[src/rtl/data_mem_arbiter.sv]
`default_nettype none
// data_mem_arbiter: shares one single-ported data memory between requester A (CPU) and B (DMA).
// Define DMEM_ARB_ROUND_ROBIN_EN for round-robin on contention; default build gives A fixed priority.
module data_mem_arbiter #(
  parameter int ADDR_W = 32,
  parameter int DATA_W = 32
) (
  input  logic              Clock,
  input  logic              Reset,
  input  logic              AReq,
  input  logic              AWe,
  input  logic [ADDR_W-1:0] AAddr,
  input  logic [DATA_W-1:0] AWData,
  output logic              AAck,
  output logic [DATA_W-1:0] ARData,
  input  logic              BReq,
  input  logic              BWe,
  input  logic [ADDR_W-1:0] BAddr,
  input  logic [DATA_W-1:0] BWData,
  output logic              BAck,
  output logic [DATA_W-1:0] BRData,
  output logic [ADDR_W-1:0] MemAddress,
  output logic [DATA_W-1:0] MemWriteData,
  output logic              MemWriteEnable,
  input  logic [DATA_W-1:0] MemReadData,
  output logic              Busy
);

  typedef enum logic [1:0] {
    ST_IDLE   = 2'd0,
    ST_ACCESS = 2'd1,
    ST_WAIT   = 2'd2,
    ST_ACK    = 2'd3
  } state_t;

  state_t              state_q;
  logic                grant_b_q;
  logic                we_q;
  logic [ADDR_W-1:0]   addr_q;
  logic [DATA_W-1:0]   wdata_q;
  logic                mwe_q;
  logic                ack_a_q;
  logic                ack_b_q;
  logic                busy_q;
  logic [DATA_W-1:0]   rdata_a_q;
  logic [DATA_W-1:0]   rdata_b_q;
  logic                pick_b;
  logic                any_req;

  assign any_req = AReq | BReq;

`ifdef DMEM_ARB_ROUND_ROBIN_EN
  logic last_b_q;

  // On contention, B wins only if A was granted last.
  assign pick_b = BReq & (~AReq | ~last_b_q);

  always_ff @(posedge Clock or posedge Reset) begin
    if (Reset) begin
      last_b_q <= 1'b1;
    end else if (state_q == ST_IDLE && any_req) begin
      last_b_q <= pick_b;
    end
  end
`else
  assign pick_b = BReq & ~AReq;
`endif

  always_ff @(posedge Clock or posedge Reset) begin
    if (Reset) begin
      state_q   <= ST_IDLE;
      grant_b_q <= 1'b0;
      we_q      <= 1'b0;
      addr_q    <= '0;
      wdata_q   <= '0;
      mwe_q     <= 1'b0;
      ack_a_q   <= 1'b0;
      ack_b_q   <= 1'b0;
      busy_q    <= 1'b0;
      rdata_a_q <= '0;
      rdata_b_q <= '0;
    end else begin
      case (state_q)
        ST_IDLE: begin
          if (any_req) begin
            grant_b_q <= pick_b;
            we_q      <= pick_b ? BWe    : AWe;
            addr_q    <= pick_b ? BAddr  : AAddr;
            wdata_q   <= pick_b ? BWData : AWData;
            mwe_q     <= pick_b ? BWe    : AWe;
            busy_q    <= 1'b1;
            state_q   <= ST_ACCESS;
          end
        end
        ST_ACCESS: begin
          mwe_q   <= 1'b0;
          state_q <= ST_WAIT;
        end
        ST_WAIT: begin
          // The memory registered the read data at the ACCESS->WAIT edge.
          if (!we_q) begin
            if (grant_b_q) rdata_b_q <= MemReadData;
            else           rdata_a_q <= MemReadData;
          end
          ack_a_q <= ~grant_b_q;
          ack_b_q <= grant_b_q;
          state_q <= ST_ACK;
        end
        default: begin
          ack_a_q <= 1'b0;
          ack_b_q <= 1'b0;
          busy_q  <= 1'b0;
          state_q <= ST_IDLE;
        end
      endcase
    end
  end

  assign MemAddress     = addr_q;
  assign MemWriteData   = wdata_q;
  assign MemWriteEnable = mwe_q;
  assign AAck           = ack_a_q;
  assign BAck           = ack_b_q;
  assign ARData         = rdata_a_q;
  assign BRData         = rdata_b_q;
  assign Busy           = busy_q;

endmodule
`default_nettype wire

[config.mk]
export PLATFORM = sky130hd
export DESIGN_NAME = data_mem_arbiter
export DESIGN_NICKNAME = d
export VERILOG_FILES = /design/src/rtl/data_mem_arbiter.sv
export SDC_FILE = /design/constraint.sdc
export NUM_CORES = 1
export LEC_CHECK = 0
export CAP_MARGIN = 20
export CELL_PAD_IN_SITES_DETAIL_PLACEMENT = 0
export CELL_PAD_IN_SITES_GLOBAL_PLACEMENT = 2
export CORE_MARGIN = 1.5
export CORE_UTILIZATION = 26
export CTS_BUF_LIST = sky130_fd_sc_hd__clkbuf_4 sky130_fd_sc_hd__clkbuf_8
export CTS_CLUSTER_DIAMETER = 150
export DETAILED_ROUTE_END_ITERATION = 10
export MAX_ROUTING_LAYER = met4
export PLACE_DENSITY_LB_ADDON = 0.1
export SYNTH_ARGS = -nofsm -noshare
export SYNTH_HDL_FRONTEND = slang
export SYNTH_SLANG_ARGS = --single-unit
[constraint.sdc]
create_clock -name Clock -period 13.4 [get_ports Clock]
set_input_delay 2.68 -clock Clock [delete_from_list [all_inputs] [get_ports Clock]]
set_output_delay 2.68 -clock Clock [all_outputs]
set_load 0.05 [all_outputs]
==> flow_summary_export.csv, run 1 <==
group,metric,value,unit
timing,report.final.slew_viol_count,0,
timing,fin_setup_tns,0,ns
clock_tree,cts_root_buf,"clkbuf_8",
clock_tree,cts_tree,"built",
hold_path,hp-class,"reg -> reg",
clock_tree,cts_hold_buf,0,
route,antenna_left,0,
synthesis,ys_types,23,
route,wl_per_cell,16.3,um
synthesis,synth_cells,454,
worst_setup_path,arrival,4.80,ns
clock_tree,cts-buffers-inserted,17,
die,die_w,151,um
grt,grt_pass1_vias,4610,
power,ir_drop,0.125,mV
timing,min_period,4.51,ns
final_layout,stdcell_count,1039,
clock_tree,ctsResizeCount,0,
synthesis,synth_seq_area_share,0.594,
worst_setup_path,timing.rr.start,"state_q[0]",
timing,tightest_slew,1.01,ns
die,initial_core_util,0.264,
route,via_per_inst,4.28,
synthesis,syn_area,5730,um2
timing,relSlewSlack,0.324,
timing,finalClockSkew,0.0102,ns
placement,hpwl,12400,um
worst_setup_path,crit_start,"AReq",
die,die_h,151,um
synthesis,yosys.area.top_type,"dfrtp_1",
final_layout,diodes,0,
timing,hold_viol_final,0,
job,drv_cap,0,
clock_tree,cts.clk_slew.worst_paths,0.08,ns
synthesis,yosys-top-cells-area,"dfrtp_1 (59%), mux2_2 (12%), mux2i_1 (11%)",
power,cellPowerDensity,281,nW/um2
grt,grt_use_total,0.152,
timing,fmax,222,MHz
final_layout,area_growth,63.7,%
clock_tree,htreeDepth,4,
timing,rsz0062_at_grt,"no",
synthesis,synth.top_cell.area_share,0.594,
final_layout,nFillCells,2068,
worst_setup_path,rr_endpoint,"ARData[1]",
grt,antenna_found_initial,0,
timing,post-route-period-util,0.337,
timing,setup_viol,0,
hold_path,hp-start,"MemWriteData[13]",
worst_setup_path,required,13.69,ns
grt,use_met2,0.249,
clock_tree,ctsLongestPathBuffers,2,
die,dieArea,22900,um2
synthesis,syn_nets,623,
final_layout,nNetsFinal,915,
grt,met3_usage,0.0663,
power,finalPower,2.64,mW
synthesis,synth_xor_area_frac,0,
worst_setup_path,ff2ff_path_depth,5,
worst_setup_path,cp-end-kind,"register",
clock_tree,cts_sinks,136,
synthesis,synth_adder_area_share,0.00655,
placement,dp_cells,1006,
status,status,"complete, no violations",
worst_setup_path,critPathSlowestCell,"buf_4",
die,core_area,21700,um2
route,dr.first_iter.drc_count,187,
worst_setup_path,crit_end,"MemWriteData[6]",
worst_setup_path,cp_max_fo,47,
placement,io_buffer_count,297,
grt,gr-max-usage-layer,"met2",
die,io_pins,298,
final_layout,final_util,0.432,
grt,grtUsageMet1,0.168,
worst_setup_path,path_cells,"clkdlybuf4s50_1, nand2b_4, buf_4, mux2i_1, o21ai_0",
synthesis,synth_compound_area_frac,0.0697,
placement,gp_congestion,0.730,
synthesis,synth.ff_latch_count,136,
route,num_vias,4449,
route,drc_errors,0,
grt,grt.overflow.total,0,
worst_setup_path,start_kind,"input pin",
worst_setup_path,rrSetupSlack,11.27,ns
synthesis,synth_top_family_by_area,"multiplexers",
power,power_leakage,4.16,nW
synthesis,synth-simple-area-share,0.0531,
clock_tree,clock_latency,0.44,ns
synthesis,synthMuxAreaShare,0.240,
synthesis,ys_warn_count,0,
worst_setup_path,max_stage_delay,0.70,ns
grt,grt_pass1_wl,25300,um
synthesis,avgSynthCellArea,12.6,um2
worst_setup_path,critPathKind,"in -> reg",
clock_tree,post_cts_buffers,0,
final_layout,drive_above_1_share,0.134,
grt,grt_start_max_net_pins,125,
route,routed_wirelength,17000,um
die,rows,54,
route,dr.pass1.iters,4,
==> power breakdown <==
group	switching (mW)	internal, mW	leakage (nW)
clock network	0.177	0.195	0.214
registers	0.105	0.617	1.64
logic	1.00	0.544	2.30
==> per-stage QoR <==
step / instance area [um2] / hold slack [ns] / setup WS (ns)
2_1_floorplan: 5730 / 0.484 / 7.08
3_3_place_gp: 8910 / 0.463 / 8.38
3_5_place_dp: 8910 / 0.469 / 8.31
4_1_cts: 9350 / 0.488 / 8.82
5_1_grt: 9380 / 0.512 / 8.71
6_report: 9380 / 0.484 / 8.89
==> worst max-delay path, delay by kind of cell <==
family,cells,cell delay [ns]
simple gates,1,0.38
mux,1,0.27
compound gates,1,0.09
buf+inv,2,1.30
==> worst min-delay path by stage <==
stage,end,slack [ns],depth (start not counted)
3_3_place_gp,MemWriteData[30],0.46,2
3_5_place_dp,MemWriteData[12],0.47,2
5_1_grt,MemAddress[26],0.51,2
4_1_cts,MemAddress[28],0.49,2
6_report,MemWriteData[13],0.48,2
2_1_floorplan,we_q,0.48,2
==> sequential cells by signal (all words and copies together) (netlist names) <==
name,flops
we_q,1
BAck,1
state_q,2
MemWriteData,32
ARData,32
BRData,32
grant_b_q,1
Busy,1
MemWriteEnable,1
AAck,1
MemAddress,32
==> metal layers <==
layer,vias up,wire length [um]
met2,186,8410
li1,2155,-
met3,12,1730
met1,2096,6630
met5,-,0
met4,0,187
==> logic make-up (layout without fill, tap and decap cells) <==
family | after synthesis | count (layout)
DFF | 136 | 136
muxes | 129 | 129
AOI/OAI and AO/OA | 77 | 77
and+or+nand+nor | 76 | 76
buffers and inverters | 33 | 338
adders and majority gates | 3 | 3
==> layout by cell type (no fill, tap or decap), types with 7 or more instances in the layout <==
| master | netlist | routed |
|---|---|---|
| clkdlybuf4s50_1 | 0 | 297 |
| nand2_1 | 67 | 67 |
| mux2i_1 | 64 | 64 |
| o21ai_0 | 56 | 56 |
| dfrtp_1 | 136 | 136 |
| mux2_2 | 61 | 61 |
| o21ai_1 | 12 | 11 |
| clkbuf_8 | 0 | 18 |
| inv_6 | 0 | 7 |
==> synthesized netlist by cell type <==
library cell	n
dfrtp_1	136
nand2_1	67
mux2i_1	64
mux2_2	61
o21ai_0	56
o21ai_1	12
clkbuf_1	11
buf_6	9
buf_2	6
inv_1	4
mux2_1	4
a21oi_1	3
buf_4	3
ha_1	3
nor2_1	3
o31ai_1	3
a31oi_1	2
nand2b_1	2
and3b_1	1
nor2_2	1
nor3b_1	1
o22a_1	1
or2_1	1
==> area by class of cell <==
| cell class | count | area, um2 | area share |
|---|---|---|---|
| Clock buffer | 18 | 248 | 0.0264 |
| Clock inverter | 14 | 186 | 0.0199 |
| Inverter | 4 | 20.0 | 0.00214 |
| Multi-Input combinational cell | 285 | 2140 | 0.228 |
| Sequential cell | 136 | 3400 | 0.363 |
| Tap cell | 280 | 350 | 0.0374 |
| Timing Repair Buffer | 302 | 3030 | 0.323 |
No activity file was read; power rests on OpenSTA's default activity.
==> inputs of run 2 (changes only) <==
Settings changed: CORE_UTILIZATION 26 to 22.
Clock period 13.4 ns to 3.9 ns, I/O delays scaled along.
==> run 2 against run 1 <==
Via count about the same. Register-to-register slack got worse by 9.5 ns. Combinational power rose to 3.4 times the previous value. Critical path depth down 4. Wire length grew 2.4%. Critical endpoint is now MemAddress[0]. Clock power grew to 3.2 times the previous value. Final area increased by 0.48%.
==> flow_summary_export.csv, run 2 (synthesized netlist as in run 1, its figures left out) <==
group,metric,value,unit
power,finalPower,8.97,mW
timing,report.final.slew_viol_count,0,
timing,rsz0062_at_grt,"no",
die,initial_core_util,0.225,
clock_tree,ctsLongestPathBuffers,2,
timing,relSlewSlack,0.293,
status,status,"complete, no violations",
clock_tree,cts.clk_slew.worst_paths,0.10,ns
clock_tree,ctsResizeCount,0,
worst_setup_path,arrival,1.67,ns
route,num_vias,4447,
power,combPwrFrac,0.589,
timing,setup_ws,1.45,ns
timing,setup_viol,0,
clock_tree,cts-buffers-inserted,17,
clock_tree,cts_tree,"built",
grt,grt_pass1_wl,26300,um
timing,fmax,409,MHz
final_layout,area_growth,64.5,%
power,power_frac_seq,0.277,
final_layout,nNetsFinal,916,
worst_setup_path,critPathKind,"reg -> out",
timing,hold_viol_final,0,
final_layout,diodes,0,
die,rows,58,
grt,antenna_found_initial,0,
route,dr.pass1.iters,4,
worst_setup_path,max_stage_delay,0.83,ns
route,dr.first_iter.drc_count,179,
placement,hpwl,12300,um
power,ir_drop,0.471,mV
final_layout,final_common_cell,"clkdlybuf4s50_1",
clock_tree,post_cts_buffers,0,
power,cellPowerDensity,952,nW/um2
grt,grt_pass1_vias,4699,
placement,dp_slack,1.09,ns
die,io_pins,298,
final_layout,final_cell_mix,"clkdlybuf4s50_1 (297), dfrtp_1 (136), nand2_1 (67)",
worst_setup_path,critPathSlowestCell,"clkdlybuf4s50_1",
timing,fin_setup_tns,0,ns
worst_setup_path,required,3.12,ns
route,antenna_left,0,
timing,post-route-period-util,0.627,
final_layout,nFillCells,2501,
worst_setup_path,cp.depth,1,
die,die_w,164,um
hold_path,min_path_cells,2,
route,routed_wirelength,17400,um
route,drc_errors,0,
power,power.internal,4.52,mW
grt,grt_start_max_net_pins,137,
clock_tree,htreeDepth,4,
grt,grt.overflow.total,0,
job,drv_cap,0,
final_layout,drive_above_1_share,0.136,
power,power.share.clock,0.134,
worst_setup_path,path_buf_inv,1,
final_layout,fin_area,9420,um2
worst_setup_path,cp-end-kind,"output port",
power,power_leakage,4.14,nW
clock_tree,cts_sinks,136,
route,via_per_inst,4.08,
worst_setup_path,cp_max_fo,2,
grt,grt_use_total,0.134,
placement,io_buffer_count,297,
timing,finalClockSkew,0.0123,ns
power,switching_share,0.496,
die,die_h,164,um
die,dieArea,27000,um2
route,wl_per_cell,15.9,um
power,switchingPower,4.44,mW
hold_path,hp-class,"reg -> reg",
worst_setup_path,path_cells,"clkdlybuf4s50_1",
clock_tree,cts_root_buf,"clkbuf_8",
worst_setup_path,ff2ff_path_depth,5,
final_layout,final_util,0.371,
placement,gp_congestion,0.710,
die,core_area,25400,um2
worst_setup_path,start_kind,"register",
worst_setup_path,cpLargestDelayFamily,"buffers and inverters",
placement,placed_cell_area,9010,um2
clock_tree,clock_latency,0.44,ns
timing,min_period,2.45,ns
clock_tree,cts_hold_buf,0,
timing,tightest_slew,1.06,ns
## run 2: cell types whose count changed in the layout (fill, tap and decap cells not counted), sizes merged
cell / before / now
buf: 5 / 6
clkinv: 2 / 3
bufinv: 3 / 1
inv: 11 / 10
clkinvlp: 2 / 4
## run 2: layout make-up
type                    instances  area [um2]  share of cell area
flip-flops and latches        136        3400               0.361
well taps                     330         413              0.0438
inverters                       4        18.8             0.00199
clock buffers                  18         248              0.0263
multi-input cells             285        2140               0.227
clock inverters                14         158              0.0167
repair buffers                303        3040               0.323
## run 2: metal layers
layer	vias to the layer above	share of wire	global-route usage
li1	2169	-	-
met1	2059	0.43	0.159
met2	203	0.45	0.203
met3	16	0.11	0.0573
met4	0	0.016	0.0434
met5	-	0	-
## run 2: path summary, 6_finish.rpt
| path | startpoint | endpoint | slack, ns |
|---|---|---|---|
| min in group asynchronous | Reset | BRData[22] | 0.90 |
| worst max-delay path | MemAddress[0] | MemAddress[0] | 1.45 |
| worst min register to register | MemAddress[4] | MemAddress[4] | 0.48 |
| worst min-delay path | MemAddress[4] | MemAddress[4] | 0.48 |
| max in group asynchronous | Reset | ARData[7] | 2.40 |
| worst max register to register | state_q[0] | ARData[7] | 1.72 |
## run 2: power by group through the flow
| stage | Clock [mW] | Combinational, mW | Sequential (mW) |
|---|---|---|---|
| after floorplan | 0 | 1.11 | 4.86 |
| after global placement | 0 | 5.34 | 2.48 |
| after detailed placement | 0 | 5.35 | 2.51 |
| after CTS | 1.27 | 5.35 | 2.49 |
| after global routing | 1.33 | 5.58 | 2.58 |
| final | 1.20 | 5.28 | 2.48 |
## run 2: stage by stage
step	cells	hold WS (ns)
after CTS	1090	0.487
after global placement	1058	0.463
after floorplan	454	0.484
after global routing	1090	0.507
final	1090	0.483
after detailed placement	1058	0.469
==> inputs of run 3 (changes only) <==
Settings changed: CORE_UTILIZATION 22 to 25.
Clock period 3.9 ns to 2.5 ns, I/O delays scaled along.
==> run 3 against run 2 <==
Final cell count fell by 3.0%. Sequential power rose by 56%. Power is 60% higher. Flip-flop and latch count unchanged. Via count grew 1.2%. Setup slack got worse by 1.1 ns. Die area shrank 12%. Critical path type unchanged.
==> flow_summary_export.csv, run 3 (synthesized netlist as in run 1, its figures left out) <==
group,metric,value,unit
final_layout,stdcell_count,1057,
grt,grt_start_max_net_pins,71,
status,status,"complete, no violations",
power,power.internal,7.48,mW
final_layout,nFillCells,2107,
placement,hpwl,12400,um
route,drc_errors,0,
clock_tree,ctsResizeCount,0,
route,antenna_left,0,
final_layout,final_common_cell,"clkdlybuf4s50_1",
timing,min_period,2.16,ns
grt,grt.overflow.total,0,
route,dr.first_iter.drc_count,125,
worst_setup_path,critPathSlowestCell,"clkdlybuf4s50_1",
grt,grt_pass1_vias,4901,
job,drv_cap,0,
clock_tree,htreeDepth,4,
die,initial_core_util,0.254,
worst_setup_path,cp-end-kind,"output port",
route,dr.pass1.iters,3,
worst_setup_path,ff2ff_path_depth,6,
timing,rsz0062_at_grt,"no",
placement,dp_cells,1024,
final_layout,nNetsFinal,927,
worst_setup_path,max_stage_delay,0.86,ns
clock_tree,post_cts_buffers,0,
die,core_area,22600,um2
final_layout,final_util,0.424,
timing,fin_setup_tns,0,ns
power,switchingPower,6.88,mW
worst_setup_path,cp.depth,1,
power,power_frac_seq,0.270,
clock_tree,cts-buffers-inserted,17,
grt,grt_use_total,0.147,
clock_tree,cts_sinks,136,
die,die_h,154,um
clock_tree,cts_tree,"built",
route,num_vias,4500,
clock_tree,ctsLongestPathBuffers,2,
grt,antenna_found_initial,1,
worst_setup_path,cp_max_fo,2,
final_layout,drive_above_1_share,0.148,
worst_setup_path,required,2.00,ns
final_layout,fin_area,9560,um2
power,power_leakage,4.26,nW
worst_setup_path,cpLargestDelayFamily,"buffers and inverters",
power,cellPowerDensity,1500,nW/um2
placement,placed_cell_area,9100,um2
route,routed_wirelength,16500,um
clock_tree,cts_root_buf,"clkbuf_8",
final_layout,area_growth,67.0,%
timing,fmax,463,MHz
timing,hold_viol_final,0,
worst_setup_path,path_cells,"clkdlybuf4s50_1",
die,dieArea,23800,um2
timing,relSlewSlack,0.604,
placement,gp_congestion,0.734,
worst_setup_path,start_kind,"register",
placement,io_buffer_count,297,
worst_setup_path,arrival,1.66,ns
die,io_pins,298,
timing,report.final.slew_viol_count,0,
clock_tree,cts_hold_buf,0,
die,die_w,154,um
grt,grt_pass1_wl,26000,um
worst_setup_path,critPathKind,"reg -> out",
hold_path,hp-class,"in -> async",
timing,tightest_slew,0.592,ns
power,switching_share,0.479,
final_layout,multiInputGateArea,2140,um2
route,via_per_inst,4.26,
route,wl_per_cell,15.6,um
clock_tree,clock_latency,0.44,ns
final_layout,seqCellArea,3400,um2
power,power.share.clock,0.145,
power,combPwrFrac,0.585,
power,ir_drop,0.519,mV
final_layout,final_cell_mix,"clkdlybuf4s50_1 (297), dfrtp_1 (136), nand2_1 (67)",
die,rows,55,
timing,post-route-period-util,0.864,
timing,finalHoldWorstSlack,0.397,ns
timing,finalClockSkew,0.0136,ns
timing,setup_viol,0,
clock_tree,cts.clk_slew.worst_paths,0.08,ns
worst_setup_path,path_buf_inv,1,
==> run 3: changes by cell type in the layout (fill, tap and decap cells not counted), sizes merged <==
cell and delta:
clkinvlp -3, inv -1, bufinv +3, diode +1, buf +11, clkinv +1
==> run 3: layout make-up <==
class	count	share of cell area
flip-flops and latches	136	0.356
repair buffers	314	0.333
multi-input cells	285	0.223
well taps	285	0.0373
clock buffers	18	0.0259
clock inverters	14	0.0219
inverters	4	0.00196
diodes	1	0.000262
==> run 3: per-stage QoR <==
stage | power (mW) | setup slack [ns]
floorplan | 9.30 | 0.307
global placement | 12.3 | 0.330
detailed placement | 12.4 | 0.285
CTS | 14.6 | 0.283
global route | 15.2 | 0.257
finish | 14.4 | 0.341
==> run 3: power by group through the flow <==
stage / Sequential [mW] / Clock [mW] / Combinational (mW)
after floorplan: 7.58 / 0 / 1.73
after global placement: 3.88 / 0 / 8.46
after detailed placement: 3.92 / 0 / 8.50
after CTS: 3.89 / 2.20 / 8.51
after global routing: 4.04 / 2.27 / 8.85
final: 3.87 / 2.09 / 8.40
==> run 3: layer usage <==
metal  up-vias  track usage  wire length [um]
met1      2107        0.165              6850
met5         -            -                 0
met4         0       0.0426               166
met3        12       0.0625              1650
met2       195        0.239              7860
li1       2186            -                 -
==> run 3: final timing paths <==
kind | to | startpoint | slack (ns)
setup / recovery | MemWriteData[1] | MemWriteData[1] | 0.34
hold / removal | MemAddress[20] | Reset | 0.40
setup reg to reg | ARData[8] | state_q[0] | 0.67
hold reg to reg | MemAddress[5] | MemAddress[5] | 0.48
max in group asynchronous | MemWriteData[5] | Reset | 1.42
min in group Clock | MemAddress[5] | MemAddress[5] | 0.48
